--- config.mk ---
export PLATFORM = sky130hd
export DESIGN_NAME = phoenix_switch_control
export DESIGN_NICKNAME = d
export VERILOG_FILES = /design/src/rtl/phoenix_switch_control.sv
export SDC_FILE = /design/constraint.sdc
export NUM_CORES = 1
export LEC_CHECK = 0
export CORE_MARGIN = 3
export CORE_UTILIZATION = 45
export DETAILED_ROUTE_END_ITERATION = 7
export PLACE_DENSITY = 0.73
export SLEW_MARGIN = 20
export SYNTH_ARGS = -nofsm -noshare
export SYNTH_HDL_FRONTEND = slang
export SYNTH_SLANG_ARGS = --single-unit
export TNS_END_PERCENT = 20
--- constraint.sdc ---
create_clock -name clock -period 3.55 [get_ports clock]
set_input_delay 0.8875 -clock clock [delete_from_list [all_inputs] [get_ports clock]]
set_output_delay 0.8875 -clock clock [all_outputs]
set_load 0.1 [all_outputs]
--- src/rtl/phoenix_switch_control.sv ---
// Phoenix router switch control: collects routing requests from the five
// input buffers, arbitrates them round-robin, computes the XY output port
// from the winner's header flit, and holds the crossbar connection until the
// winning buffer stops sending.
// Port index: EAST=0, WEST=1, NORTH=2, SOUTH=3, LOCAL=4.

`ifndef TAM_FLIT
`define TAM_FLIT 8
`endif

module phoenix_switch_control #(
    parameter logic [`TAM_FLIT-1:0] ADDRESS = 8'h11,
    parameter int                   NPORT   = 5
) (
    input  logic                       clock,
    input  logic                       reset,
    input  logic [NPORT-1:0]           h,
    input  logic [NPORT*`TAM_FLIT-1:0] data,
    input  logic [NPORT-1:0]           sender,
    output logic [NPORT-1:0]           ack_h,
    output logic [NPORT-1:0]           free,
    output logic [NPORT*3-1:0]         mux_in,
    output logic [NPORT*3-1:0]         mux_out
);

    localparam int HALF = `TAM_FLIT / 2;

    // Port codes; NONE marks an unconnected crossbar path.
    localparam logic [2:0] P_EAST  = 3'd0;
    localparam logic [2:0] P_WEST  = 3'd1;
    localparam logic [2:0] P_NORTH = 3'd2;
    localparam logic [2:0] P_SOUTH = 3'd3;
    localparam logic [2:0] P_LOCAL = 3'd4;
    localparam logic [2:0] NONE    = 3'd7;

    // This router's own coordinates.
    localparam logic [HALF-1:0] LX = ADDRESS[`TAM_FLIT-1:HALF];
    localparam logic [HALF-1:0] LY = ADDRESS[HALF-1:0];

    typedef enum logic [2:0] {
        S_IDLE,
        S_ARB,
        S_ROUTE,
        S_CHECK,
        S_ACK
    } state_t;

    state_t state;
    state_t state_next;

    logic [2:0]          sel;          // input being served
    logic [2:0]          dest;         // output requested by sel
    logic [2:0]          prio;         // last input served; search starts after it
    logic [NPORT-1:0]    sender_q;     // sender delayed one cycle, for edge detect
    logic [NPORT-1:0]    falls;        // sender falling edges this cycle

    logic [2:0]          mux_in_r  [NPORT];
    logic [2:0]          mux_out_r [NPORT];
    logic [`TAM_FLIT-1:0] flit     [NPORT];

    logic                arb_hit;
    logic [2:0]          arb_sel;
    logic [3:0]          cand;

    logic [`TAM_FLIT-1:0] head;
    logic [HALF-1:0]     tx;
    logic [HALF-1:0]     ty;
    logic [2:0]          route_dest;

    logic                grant;

    // Split the packed head-flit bus into one flit per input.
    always_comb begin
        for (int i = 0; i < NPORT; i++) begin
            flit[i] = data[i*`TAM_FLIT +: `TAM_FLIT];
        end
    end

    // Round-robin search: first requester after prio, wrapping once around.
    always_comb begin
        // NOTE: every variable written here gets a default first, so no path
        // leaves it unassigned and no latch is inferred.
        arb_hit = 1'b0;
        arb_sel = prio;
        cand    = '0;
        for (int k = 1; k <= NPORT; k++) begin
            cand = {1'b0, prio} + 4'(k);
            if (cand >= 4'(NPORT)) begin
                cand = cand - 4'(NPORT);
            end
            if (!arb_hit && h[cand[2:0]]) begin
                arb_hit = 1'b1;
                arb_sel = cand[2:0];
            end
        end
    end

    // XY routing of the selected input's header: resolve X first, then Y.
    always_comb begin
        head = flit[sel];
        tx   = head[`TAM_FLIT-1:HALF];
        ty   = head[HALF-1:0];
        if (tx > LX) begin
            route_dest = P_EAST;
        end else if (tx < LX) begin
            route_dest = P_WEST;
        end else if (ty > LY) begin
            route_dest = P_NORTH;
        end else if (ty < LY) begin
            route_dest = P_SOUTH;
        end else begin
            route_dest = P_LOCAL;
        end
    end

    // A check succeeds only against the registered free map, so an output
    // released in this same cycle is not yet seen as available.
    assign grant = (state == S_CHECK) && free[dest];

    // Connections are torn down only for inputs that actually hold one.
    assign falls = sender_q & ~sender;

    // State register.
    always_ff @(posedge clock) begin
        // NOTE: sequential state uses non-blocking assignments so every
        // register samples pre-edge values regardless of block ordering.
        if (reset) begin
            state <= S_IDLE;
        end else begin
            state <= state_next;
        end
    end

    // Next-state logic: one FSM step per cycle.
    always_comb begin
        state_next = state;
        case (state)
            S_IDLE:  if (|h) state_next = S_ARB;
            S_ARB:   state_next = arb_hit ? S_ROUTE : S_IDLE;
            S_ROUTE: state_next = S_CHECK;
            S_CHECK: state_next = grant ? S_ACK : S_IDLE;
            S_ACK:   state_next = S_IDLE;
            default: state_next = S_IDLE;
        endcase
    end

    // Capture winner, its destination, and the round-robin pointer.
    always_ff @(posedge clock) begin
        if (reset) begin
            sel  <= 3'd0;
            dest <= 3'd0;
            prio <= P_LOCAL;
        end else begin
            case (state)
                S_ARB:   if (arb_hit) sel <= arb_sel;
                S_ROUTE: dest <= route_dest;
                S_CHECK: if (!grant) prio <= sel;
                S_ACK:   prio <= sel;
                default: ;
            endcase
        end
    end

    // One-cycle acknowledge, visible during S_ACK.
    always_ff @(posedge clock) begin
        if (reset) begin
            ack_h <= '0;
        end else if (grant) begin
            ack_h <= {{(NPORT-1){1'b0}}, 1'b1} << sel;
        end else begin
            ack_h <= '0;
        end
    end

    // Sender history for falling-edge detection.
    always_ff @(posedge clock) begin
        if (reset) begin
            sender_q <= '0;
        end else begin
            sender_q <= sender;
        end
    end

    // Crossbar allocation: apply every release, then any new grant.
    always_ff @(posedge clock) begin
        if (reset) begin
            // NOTE: the connection tables are small register arrays that drive
            // outputs directly, so they are reset like any other state.
            free <= '1;
            for (int i = 0; i < NPORT; i++) begin
                mux_in_r[i]  <= NONE;
                mux_out_r[i] <= NONE;
            end
        end else begin
            for (int i = 0; i < NPORT; i++) begin
                if (falls[i] && (mux_out_r[i] != NONE)) begin
                    free[mux_out_r[i]]     <= 1'b1;
                    mux_in_r[mux_out_r[i]] <= NONE;
                    mux_out_r[i]           <= NONE;
                end
            end
            // A granted output was free, so no release above can target it.
            if (grant) begin
                free[dest]     <= 1'b0;
                mux_in_r[dest] <= sel;
                mux_out_r[sel] <= dest;
            end
        end
    end

    // Pack the connection tables onto the output buses.
    always_comb begin
        for (int i = 0; i < NPORT; i++) begin
            mux_in[i*3 +: 3]  = mux_in_r[i];
            mux_out[i*3 +: 3] = mux_out_r[i];
        end
    end

endmodule

==> impl_metrics.yaml <==
route:
  wl_um: 11300
  post-route-drc-count: 0
  initialDrtViolationCount: 345
  vias_per_cell: 5.97
  wl_per_cell_um: 17.8
  dr.pass1.iters: 5
  dr_total_vias: 3809
  ant_nets: 0
timing:
  skew_ns: 0.00899
  finalCriticalPeriod_ns: 3.16
  worst_slew_pin_slew_ns: 0.798
  grt_setup_unrepaired: "no"
  setup_violations: 0
  fin_crit_sh_pct: 89.0
  slew_viol_final: 0
  max_freq_mhz: 317
  hold_violations: 0
  tns_ns: 0
  worst_slew_margin_rel_pct: 46.7
logic_synthesis:
  netlist_instances: 438
  synth_fa_ha_area_share_pct: 3.29
  synth_compound_area_share_pct: 20.5
  synth-seq-cells: 57
  syn_area_mm2: 0.00403
  synthXorXnorAreaFrac_pct: 0.435
  synth_cell_type_count: 80
  syn-num-nets: 500
  async_flop_share_pct: 0
  yosysSeqAreaShare_pct: 35.8
  synth_top_family_by_area: "simple AND/OR/NAND/NOR gates"
  muxShareOfSynthArea_pct: 7.24
  yosys.area_share.simple_pct: 27.3
  synth.avg_cell_area_um2: 9.20
  ys.flop_type: "edfxtp_1"
  yosysWarnings: 0
  synth_edf_count: 30
cts:
  cts-htree-levels: 3
  post-cts-setup-buffers: 0
  insertion_delay_ns: 0.33
  root_buffer: "clkbuf_8"
  cts_hold_buf: 0
  numCtsBuffers: 9
  clock-sinks: 57
  clk_pin_slew_worst_paths_ns: 0.07
  cts_buffer_depth: 2
  tritoncts: "yes"
  ctsResizeCount: 0
layout:
  finalInstanceArea_mm2: 0.00519
  drive_gt1_share_pct: 20.1
  layout_common_cells: "buf_4 (59), clkdlybuf4s50_1 (51), nor2_1 (33)"
  synthToLayoutAreaGrowth_pct: 28.8
  layout_commonest_cell: "buf_4"
  nFillCells: 754
  antennaDiodeCount: 0
  fin_nets: 590
  multi_input_area_mm2: 0.00237
  regArea_mm2: 0.00144
critical_path:
  arrival_ns: 3.43
  crit_path_max_incr_delay_ns: 0.61
  startpoint: "h[0]"
  crit_chain: "clkdlybuf4s50_1 > mux4_1 > and4_1 > a41oi_2 > nor3b_2 > o21a_1 > a31o_1 > a32o_1"
  cp_slowest_cell: "clkdlybuf4s50_1"
  cp.required_ns: 3.82
  timing.rr.start: "prio[0]$_SDFFE_PP0P_"
  worstPathMaxFanout: 12
  cp-start-kind: "input port"
  crit_type: "in -> reg"
  worst_setup_path_end_kind: "flip-flop"
pwr:
  peakVddDrop_mv: 0.167
  p_leak_nw: 1.84
  p_per_area_mw_per_mm2: 325
global_routing:
  grt_use_total_pct: 22.8
  antenna_found_initial: 0
  gr-total-overflow: 0
  grt_pass1_wl_um: 18400
  grt_pass1_vias: 3680
  grt_max_degree: 31
place:
  port-buffer-count: 91
  dp_hpwl_um: 8590
  placedInstanceArea_mm2: 0.00496
  gp_congestion: 0.913
hold_path:
  hold_path_class: "reg -> reg"
  min_from: "free[1]$_SDFF_PP1_"
floorplan:
  die_area_mm2: 0.0101
  core_mm2: 0.00846
  ios: 92
  die_w_um: 101
  die_y_um: 101
  placement_rows: 33
  start_util_pct: 47.6
job:
  drv_cap: 0
status:
  status: "finished, final reports clean"
-- stage by stage --
step / power, mW / setup slack (ns) / hold slack (ns) / instances / util (%)
2_1_floorplan: 0.905 / 0.312 / 0.447 / 438 / -
3_3_place_gp: 1.01 / 0.176 / 0.459 / 622 / 58.7
3_5_place_dp: 1.01 / 0.102 / 0.477 / 622 / 58.7
4_1_cts: 1.69 / 0.449 / 0.486 / 638 / 61.3
5_1_grt: 1.75 / 0.254 / 0.529 / 638 / 61.3
6_report: 1.68 / 0.392 / 0.486 / 638 / 61.3
-- Yosys cell counts, types with 6 or more instances --
cell       n  area, um2
inv_1     18       67.6
nand3_1   17       85.1
nor4_1     6       37.5
nand4_1    9       56.3
dfxtp_1   27        541
edfxtp_1  30        901
nand3b_1   8       60.1
mux2i_1   13        130
or2_2     10       62.6
nor2_1    33        124
clkbuf_1  19       71.3
nand2_1   30        113
a31oi_1    7       43.8
a21oi_1   20        100
ha_1       9        113
buf_2      7       35.0
o21ai_0   10       50.1
a211oi_1   7       52.6
and3_1     6       37.5
nor2b_1   14       87.6
nor3_1     6       30.0
mux4_2     6        135
a311oi_1   6       52.6
nand2b_1  30        188
-- registers in the layout, summed over array words and instances, names as in the netlist --
register   flops
state          3
free           5
sel            3
mux_in_r      15
sender_q       5
prio           3
dest           3
ack_h          5
mux_out_r     15
-- critical path: cells and delay by family --
kind / cells / cell delay (ns)
AO/OA/AOI/OAI: 4 / 0.87
buffers and inverters: 1 / 0.61
multiplexers: 1 / 0.60
AND/OR/NAND/NOR: 2 / 0.47
-- metal layers --
metal	GRT usage (%)	routed length (um)	vias to the layer above
li1	-	-	1829
met1	32.6	5010	1766
met2	35.4	5140	200
met3	4.71	1040	14
met4	5.28	146	0
met5	0	0	-
-- cell type report --
type | count | area share (%)
Clock buffer | 12 | 2.80
Clock inverter | 4 | 1.47
Inverter | 19 | 1.38
Multi-Input combinational cell | 331 | 45.6
Sequential cell | 57 | 27.8
Tap cell | 105 | 2.53
Timing Repair Buffer | 110 | 18.4
-- power by group --
group | switching [mW] | internal (mW)
clock | 0.267 | 0.416
sequential | 0.0153 | 0.704
combinational | 0.147 | 0.134
-- path summary, 6_finish.rpt --
path              slack, ns             endpoint  depth (start not counted)
setup / recovery       0.39  sel[1]$_SDFFE_PP0P_                          8
hold reg to reg        0.49   free[1]$_SDFF_PP1_                          2
hold / removal         0.49   free[1]$_SDFF_PP1_                          2
setup reg to reg       0.55  sel[0]$_SDFFE_PP0P_                         11
-- cell families after synthesis --
| group | after synthesis |
|---|---|
| flip-flops | 57 |
| XOR/XNOR | 2 |
| AO/OA/AOI/OAI | 105 |
| multiplexers | 20 |
| buffers and inverters | 50 |
| adder cells (fa/ha/maj) | 10 |
| AND/OR/NAND/NOR | 194 |
(Power assumes the default switching activity.)
